--- src/rtl/mem_port_arbiter.sv ---
// Shares one synchronous SRAM port between instruction fetch (IF) and data memory (DM).
// Each access is a fixed IDLE -> ACCESS x (WAIT_CYCLES+1) -> DONE transaction.
//   state     | meaning
//   ST_IDLE   | sample requests, DM wins, latch address/data of the winner
//   ST_ACCESS | drive SRAM strobes, count down wait states, capture read data
//   ST_DONE   | one-cycle done pulse to the owner, strobes low
module mem_port_arbiter #(
  parameter int unsigned WAIT_CYCLES = 1,
  parameter int unsigned RAM_AW      = 20
) (
  input  logic              clk,
  input  logic              rst,
  input  logic              if_req,
  input  logic [31:0]       if_addr,
  output logic [31:0]       if_data,
  output logic              if_done,
  output logic              if_stall,
  input  logic              dm_req,
  input  logic              dm_we,
  input  logic [31:0]       dm_addr,
  input  logic [31:0]       dm_wdata,
  output logic [31:0]       dm_rdata,
  output logic              dm_done,
  output logic              dm_stall,
  output logic [RAM_AW-1:0] ram_addr,
  output logic [31:0]       ram_wdata,
  input  logic [31:0]       ram_rdata,
  output logic              ram_we,
  output logic              ram_oe
);

  typedef enum logic [1:0] {
    ST_IDLE   = 2'd0,
    ST_ACCESS = 2'd1,
    ST_DONE   = 2'd2
  } state_t;

  localparam logic [3:0] WAIT_INIT = 4'(WAIT_CYCLES);

  state_t              state_q, state_d;
  logic [3:0]          cnt_q, cnt_d;
  logic                owner_dm_q, owner_dm_d;
  logic                we_q, we_d;
  logic [RAM_AW-1:0]   addr_q, addr_d;
  logic [31:0]         wdata_q, wdata_d;
  logic [31:0]         if_data_q, if_data_d;
  logic [31:0]         dm_rdata_q, dm_rdata_d;

  // Word addressing drops the byte offset; bits above the SRAM range are don't-care.
  logic unused_addr_bits;
  assign unused_addr_bits = ^{if_addr[31:RAM_AW+2], if_addr[1:0],
                              dm_addr[31:RAM_AW+2], dm_addr[1:0]};

  always_ff @(posedge clk or negedge rst) begin
    if (!rst) begin
      state_q    <= ST_IDLE;
      cnt_q      <= '0;
      owner_dm_q <= 1'b0;
      we_q       <= 1'b0;
      addr_q     <= '0;
      wdata_q    <= '0;
      if_data_q  <= '0;
      dm_rdata_q <= '0;
    end else begin
      state_q    <= state_d;
      cnt_q      <= cnt_d;
      owner_dm_q <= owner_dm_d;
      we_q       <= we_d;
      addr_q     <= addr_d;
      wdata_q    <= wdata_d;
      if_data_q  <= if_data_d;
      dm_rdata_q <= dm_rdata_d;
    end
  end

  always_comb begin
    state_d    = state_q;
    cnt_d      = cnt_q;
    owner_dm_d = owner_dm_q;
    we_d       = we_q;
    addr_d     = addr_q;
    wdata_d    = wdata_q;
    if_data_d  = if_data_q;
    dm_rdata_d = dm_rdata_q;
    case (state_q)
      ST_IDLE: begin
        if (dm_req) begin
          owner_dm_d = 1'b1;
          addr_d     = dm_addr[RAM_AW+1:2];
          we_d       = dm_we;
          wdata_d    = dm_wdata;
          cnt_d      = WAIT_INIT;
          state_d    = ST_ACCESS;
        end else if (if_req) begin
          owner_dm_d = 1'b0;
          addr_d     = if_addr[RAM_AW+1:2];
          we_d       = 1'b0;
          cnt_d      = WAIT_INIT;
          state_d    = ST_ACCESS;
        end
      end
      ST_ACCESS: begin
        if (cnt_q != 4'd0) begin
          cnt_d = cnt_q - 4'd1;
        end else begin
          if (!we_q) begin
            if (owner_dm_q) dm_rdata_d = ram_rdata;
            else            if_data_d  = ram_rdata;
          end
          state_d = ST_DONE;
        end
      end
      ST_DONE: state_d = ST_IDLE;
      default: state_d = ST_IDLE;
    endcase
  end

  // Strobes decode straight from state so an async reset drops them immediately.
  assign ram_addr  = addr_q;
  assign ram_wdata = wdata_q;
  assign ram_we    = (state_q == ST_ACCESS) &&  we_q;
  assign ram_oe    = (state_q == ST_ACCESS) && !we_q;
  assign if_done   = (state_q == ST_DONE) && !owner_dm_q;
  assign dm_done   = (state_q == ST_DONE) &&  owner_dm_q;
  assign if_data   = if_data_q;
  assign dm_rdata  = dm_rdata_q;
  assign if_stall  = rst && if_req && !if_done;
  assign dm_stall  = rst && dm_req && !dm_done;

endmodule

--- config.mk ---
export PLATFORM = sky130hd
export DESIGN_NAME = mem_port_arbiter
export DESIGN_NICKNAME = d
export VERILOG_FILES = /design/src/rtl/mem_port_arbiter.sv
export SDC_FILE = /design/constraint.sdc
export NUM_CORES = 1
export LEC_CHECK = 0
export BUFFER_PORTS_ARGS = -buffer_cell sky130_fd_sc_hd__buf_2
export CAP_MARGIN = 10
export CORE_MARGIN = 8
export CORE_UTILIZATION = 45
export CTS_CLUSTER_DIAMETER = 30
export DETAILED_ROUTE_END_ITERATION = 8
export PLACE_DENSITY = 0.78
export SYNTH_ARGS = -nofsm -noshare
export SYNTH_HDL_FRONTEND = slang
export SYNTH_SLANG_ARGS = --single-unit
--- constraint.sdc ---
create_clock -name clk -period 4.6 [get_ports clk]
set_input_delay 0.92 -clock clk [delete_from_list [all_inputs] [get_ports clk]]
set_output_delay 0.92 -clock clk [all_outputs]
set_load 0.1 [all_outputs]
; ---- Yosys cells after proc, flatten, opt, wreduce, memory -nomap -nowiden
; Index checks and enable logic that the tools add are counted.
[word_totals]
reg_bits = 124
in_bits = 133
output_inout_bits = 122
elab_cells = 52
[classes]
n_addsub = 1
n_eq_ne = 5
n_mux = 13
n_bitwise = 3
n_reduce_logical = 22
[op_table]
columns = cell, count
row1 = 20-bit two-way mux, 2
row2 = 4-bit two-way mux, 3
row3 = 1-bit logical AND, 8
row4 = 4-bit one-hot mux with 2 select lines, 1
row5 = 4-bit AND reduction, 2
row6 = 2-bit two-way mux, 3
row7 = 2-bit AND reduction, 3
row8 = 1-bit zero test, 4
row9 = "2-bit != test, second input constant", 2
row10 = 2-bit one-hot mux with 2 select lines, 1
row11 = 2-bit nonzero test, 2
row12 = 4-bit nonzero test, 1
row13 = "4-bit by 1-bit subtractor with 4-bit output, second input constant", 1
row14 = 1-bit two-way mux, 3
row15 = "3-bit != test, second input constant", 1
row16 = 1-bit inverter, 3
row17 = 3-bit AND reduction, 1
row18 = "2-bit by 1-bit equality test with 1-bit output, second input constant", 1
row19 = "2-bit equality test, second input constant", 1
row20 = 2-bit zero test, 1

; ---- Longest topological paths before layout
; Gate-level depths: netlist of the first run.
[logic_depth]
depth_word = 4
ltp_mapped = 7
ltp_nobuf = 5

; ---- Worst setup path before layout of the first run
; OpenSTA, ideal clock, no wires.
[synth_path]
path_type = register -> output
startpoint = reg state_q[1]
endpoint = out dm_stall
t_arrival_ns = 4.051
required_ns = 3.680
setup_slack_ns = -0.371
path_stages_with_launch = 4
path_buffers = 0
cell_sequence = dfrtp_1 > inv_1 > nor3b_1 > nor2_1
[synth_via]
elab_chain_cells = 4
[synth_lines]
columns = item, line
row1 = from (decl), 40  ; state_t state_q, state_d;
row2 = from (signal assigned), 65  ; state_q <= state_d;
row3 = 2-bit equality test, 124  ; assign dm_done = (state_q == ST_DONE) && owner_dm_q;
row4 = 1-bit logical AND, 124
row5 = net dm_done, 23  ; output logic dm_done,
row6 = 1-bit zero test, 128  ; assign dm_stall = rst && dm_req && !dm_done;
row7 = 1-bit logical AND, 128
row8 = to (decl), 24  ; output logic dm_stall,
; The timed path passes the listed nets, and every way through them passes these cells.

; ---- Final worst setup path of the first run
[layout_path]
startpoint = in dm_req
endpoint = out dm_stall
[layout_via]
elab_chain_cells = 2
[layout_lines]
columns = item, line
row1 = from (decl), 18  ; input logic dm_req,
row2 = 1-bit logical AND (2 in a row), 128
; Every way passes these cells.

==> results of run 1 <==
==> Yosys cell counts (2+ instances only) <==
cell / n / area share, %
mux2i_1: 21 / 4.1
nor3b_1: 3 / 0.44
mux2_2: 66 / 15
and2_1: 2 / 0.24
nor2_1: 6 / 0.44
buf_6: 3 / 0.66
nor2b_1: 2 / 0.24
buf_2: 4 / 0.39
a21oi_1: 21 / 2.1
inv_1: 3 / 0.22
a31oi_1: 20 / 2.4
clkbuf_1: 16 / 1.2
nand2b_1: 2 / 0.24
nand2_1: 6 / 0.44
dfrtp_1: 124 / 61
ha_1: 2 / 0.49
mux2_4: 30 / 8.8
a31o_2: 2 / 0.34
==> area by class of cell <==
type	count	area, sq um	share of cell area, %
sequential	124	3100	44.6
clock buffer	24	492	7.07
inverter	3	11.3	0.162
tap	143	179	2.57
clock inverter	7	87.6	1.26
multi-input combinational	196	1890	27.2
timing repair buffer	235	1190	17.1
==> logic make-up after synthesis <==
| kind of cell | Yosys count |
|---|---|
| compound gates | 47 |
| fa+ha+maj | 2 |
| buf+inv | 26 |
| flops | 124 |
| mux | 117 |
| simple gates | 30 |
==> layer usage <==
metal  up-vias  part of all wire, %  track usage, %
met5         -                    0               0
met4         0                 0.89            6.25
met3         8                   10            7.91
li1       1711                    -               -
met1      1800                   40            20.0
met2       170                   49            29.7
==> worst register-to-register path: stages, from the launching register on <==
cell and delay (ns):
dfrtp_1 0.47, or3b_1 0.39, or4_2 1.14, mux2_4 0.52
==> how the worst max path moves through the flow <==
stage / to / slack (ns) / cells after the start
floorplan: dm_stall / 0.80 / 4
CTS: dm_stall / 1.59 / 4
detailed placement: dm_stall / 1.59 / 4
global route: dm_stall / 1.46 / 4
global placement: dm_stall / 1.64 / 4
finish: dm_stall / 1.59 / 4
==> registers in the layout (all words and copies together) (netlist names) <==
name / flops
we_q: 1
state_q: 2
owner_dm_q: 1
if_data: 32
ram_wdata: 32
ram_addr: 20
cnt_q: 4
dm_rdata: 32
==> cell usage in the layout (no fill, tap or decap) <==
cell        Yosys  final
clkinv_2        0      4
nor3_2          0      1
or3b_1          1      1
clkinvlp_4      0      1
or2_2           1      1
clkbuf_16       0     17
nand2_1         6      6
a31oi_1        20     20
ha_1            2      2
nor2b_1         2      2
nand2b_1        2      2
clkbuf_8        0      4
a22o_1          1      1
mux2_2         66     66
or4_2           0      1
dfrtp_1       124    124
nand3_1         1      1
o21a_1          1      1
nor3b_1         3      2
nor3b_2         0      1
bufinv_16       0      2
and2_1          2      2
mux2_4         30     30
nor2_2          0      1
nor2_1          6      5
mux2i_1        21     21
a31o_2          2      2
inv_1           3      3
a21boi_0        1      1
a21o_1          1      1
nor4b_1         1      1
a21oi_1        21     21
nand4b_1        1      1
or3b_2          1      1
and4_1          1      1
buf_2           4    229
clkbuf_1       16      3
buf_4           0      6
==> stage by stage <==
stage / worst slack [ns] / instance area (sq um)
floorplan: 0.801 / 5120
global placement: 1.64 / 6380
detailed placement: 1.59 / 6380
CTS: 1.59 / 6960
global route: 1.46 / 6960
finish: 1.59 / 6960
==> metrics.txt, run 1 <==
status finished, final reports clean; number of H-tree levels 4; number of CTS-inserted buffers 17; WL final 12900 um; Post-synth EDFFs 0; crit share post-route 65.5%; setup slack, reg-to-reg ~2.0 ns; number of gates resized after cts 0; CTS tree done; synth warn 0; DRC 0; main combinational cell family by area after synthesis multiplexers; Pins Over Slew Limit 0; # fillers 865; Peak Freq approximately 330 MHz; antenna diode count 0; Ports 255; MaxCap Viol Count 0; Final Non-Filler Cells approximately 730; router iterations before antenna repair 4; total core area ~11000 sq um; Setup crit start kind input port; fin nets between 700 and 800; wire per inst approximately 18 um; XOR/XNOR Fraction of Synth Area 0%; hold_ws between 0.4 and 0.5 ns; endpoint class of the critical path output port; Unique masters post-synth 31; RSZ-0062 raised after global routing false; Syn Area/Cell 14.8 sq um; area grow syn2layout 36.2%; Worst-path clk slew 0.06 ns; flops & latches, synth ~120; CP delay by family, top buffers and inverters; post-placement cell count 701; Final Core Density 61.7%; Tmin final 3.01 ns; share of cells above drive strength 1 between 60% and 70%; worst-path fanout max 23; final hold vios 0; WP data required ~3.7 ns; routed vias/inst 5.04; ys async rst share 100%; setup violators final 0; GRT overflow 0; reg2reg start state_q[0]; Least-Margin Pin Slew about 1.1 ns; Placer Congestion around 0.78; CP Buf/Inv Count 2; CP max stage delay ~0.49 ns; worst r2r dst if_data[3]; ys flop type dfrtp_1; Worst path most repeated cell buf_2; First DRT Iteration DRCs 180; postcts setup bufs 0; sequential area share after synthesis a little over 60%; Die ar. approximately 15000 sq um; Via Count roughly 3700; Max clock buf depth 2; Fin Setup TNS 0 ns; Setup Skew just over 0.008 ns; die width around 120 um; All-Layer GR Usage between 10% and 20%; Port Buf Inserts between 200 and 250; Synth Area in Simple Gates 3.38%; Worst Path Arrival roughly 2.1 ns; Post-CTS Hold Fix Bufs 0; Die Y ~120 um; launch point of the worst path dm_req; initial antenna violation count 0; critical path type input port to output port; largest net degree at the start of global routing 70; Max-slew headroom around 27%; hold crit path type input port to async pin; dpl hpwl 9610 um; r2r worst-path depth 3; Post-Synthesis Cell Area 5110 sq um; Post-Syn Nets 481; initial core utilization a little under half; root buffer cell clkbuf_16; slowest CP cell buf_2; complex-gate fraction of the synthesized area ~5.5%; Cells after Synth about 350; post-synthesis adder-cell area fraction less than 1%; clk_lat worst skew 0.40 ns; row count 39; post-route ant nets 0; first-pass GRT wire length 20700 um; crit-path cells buf_2 > nand2_1 > nor2_1 > buf_2; Sink Count roughly 120; vias in the first global route 4163; proportion of synthesized area in mux cells ~27%
Power of run 1 is not shown: default switching activity piles up to over one toggle a cycle in this logic, so the estimate is an artifact.
==> run 2, diff against run 1 <==
- clock period: 4.6 -> 3.1 ns (I/O delays scaled with it)
==> metrics.txt, run 2 (same netlist as run 1, synthesis figures left out) <==
worst-path fanout max 7; All-Layer GR Usage 17.6%; vias in the first global route between 4000 and 5000; Setup Skew just over 0.009 ns; commonest non-fill, non-tap cell in the layout buf_2; endpoint class of the critical path output port; Reg area 3100 sq um; Post-CTS Hold Fix Bufs 0; number of H-tree levels 4; crit share post-route between 70 and 80%; # fillers approximately 840; number of CTS-inserted buffers 17; Die ar. 15000 sq um; First DRT Iteration DRCs 225; initial core utilization 45.3%; multi-input logic area around 1900 sq um; setup slack, reg-to-reg ~0.72 ns; post-route ant nets 0; root buffer cell clkbuf_16; Worst Path Arrival roughly 1.8 ns; Sink Count 124; routed vias/inst around 5.0; Port Buf Inserts 230; CTS tree done; Pins Over Slew Limit 0; Via Count approximately 3700; WL final roughly 13000 um; area grow syn2layout 35.9%; hold crit path type input port to async pin; router iterations before antenna repair 4; antenna diode count 0; dpl hpwl 9830 um; Final Non-Filler Cells 734; Max clock buf depth 2; total core area ~11000 sq um; MaxCap Viol Count 0; Placer Congestion around 0.74; Max-slew headroom 50.1%; postcts setup bufs 0; Tmin final 2.39 ns; Setup crit start kind flip-flop; number of gates resized after cts 0; Die Y between 100 and 150 um; worst r2r dst if_data[6]; final hold vios 0; fin nets 717; GRT overflow 0; critical path type flip-flop to output port; post-placement cell count ~710; die width around 120 um; first-pass GRT wire length between 20000 and 25000 um; RSZ-0062 raised after global routing false; DRC 0; most frequent cells in the layout buf_2 (227), dfrtp_1 (124), mux2_2 (66), mux2_4 (30); Worst-path clk slew roughly 0.05 ns; Ports around 260; reg2reg start state_q[0]; WP data required between 2 and 2.5 ns; status finished, final reports clean; share of cells above drive strength 1 about three fifths; Peak Freq approximately 420 MHz; clk_lat worst skew 0.40 ns; wire per inst about 18 um; row count 39; setup violators final 0; initial antenna violation count 0; Final Core Density just over 60%; Least-Margin Pin Slew about 0.75 ns; largest net degree at the start of global routing between 60 and 70; r2r worst-path depth 4
## run 2: changes by cell type in the layout (fill, tap and decap cells not counted), moves of 2 or more
| cell | delta |
|---|---|
| buf_12 | +2 |
| buf_2 | -2 |
| buf_4 | +5 |
| bufinv_16 | -2 |
| clkbuf_1 | +3 |
| clkbuf_8 | -3 |
## run 2: critical path, cell delays in order, from the launching register on
cell and delay, ns:
dfrtp_1 0.52, nor2b_1 0.25, and2_1 0.15, buf_2 0.44
## run 2: metrics by stage
step           setup slack (ns)  TNS [ns]  hold slack [ns]  cell area (sq um)
2_1_floorplan           -0.0991   -0.0991            0.324               5130
3_3_place_gp              0.761         0            0.464               6460
3_5_place_dp              0.743         0            0.470               6460
4_1_cts                   0.676         0            0.272               6940
5_1_grt                   0.594         0            0.300               6940
6_report                  0.714         0            0.267               6940
## run 2: area by class of cell
class | instances | area share (%)
Inverter | 3 | 0.162
Multi-Input combinational cell | 196 | 27.5
Clock inverter | 4 | 0.288
Clock buffer | 24 | 6.65
Timing Repair Buffer | 240 | 18.1
Sequential cell | 124 | 44.7
Tap cell | 143 | 2.58
## run 2: how the worst max path moves through the flow
stage	end	slack, ns	startpoint	cells past startpoint
after floorplan	dm_stall	-0.1	dm_req	4
after global placement	if_data[11]	0.76	state_q[0]	4
after detailed placement	if_data[6]	0.74	state_q[0]	4
after CTS	ram_we	0.68	state_q[0]	3
after global routing	ram_we	0.59	state_q[0]	3
final	ram_we	0.71	state_q[0]	3
## run 2: layer usage
| layer | up-vias | GRT usage [%] | part of all wire, % |
|---|---|---|---|
| met5 | - | 0 | 0 |
| met4 | 0 | 7.92 | 1.5 |
| met3 | 14 | 6.39 | 9.1 |
| met2 | 165 | 29.5 | 49 |
| met1 | 1766 | 19.7 | 40 |
| li1 | 1720 | - | - |
Power of run 2 is left out for the same reason.
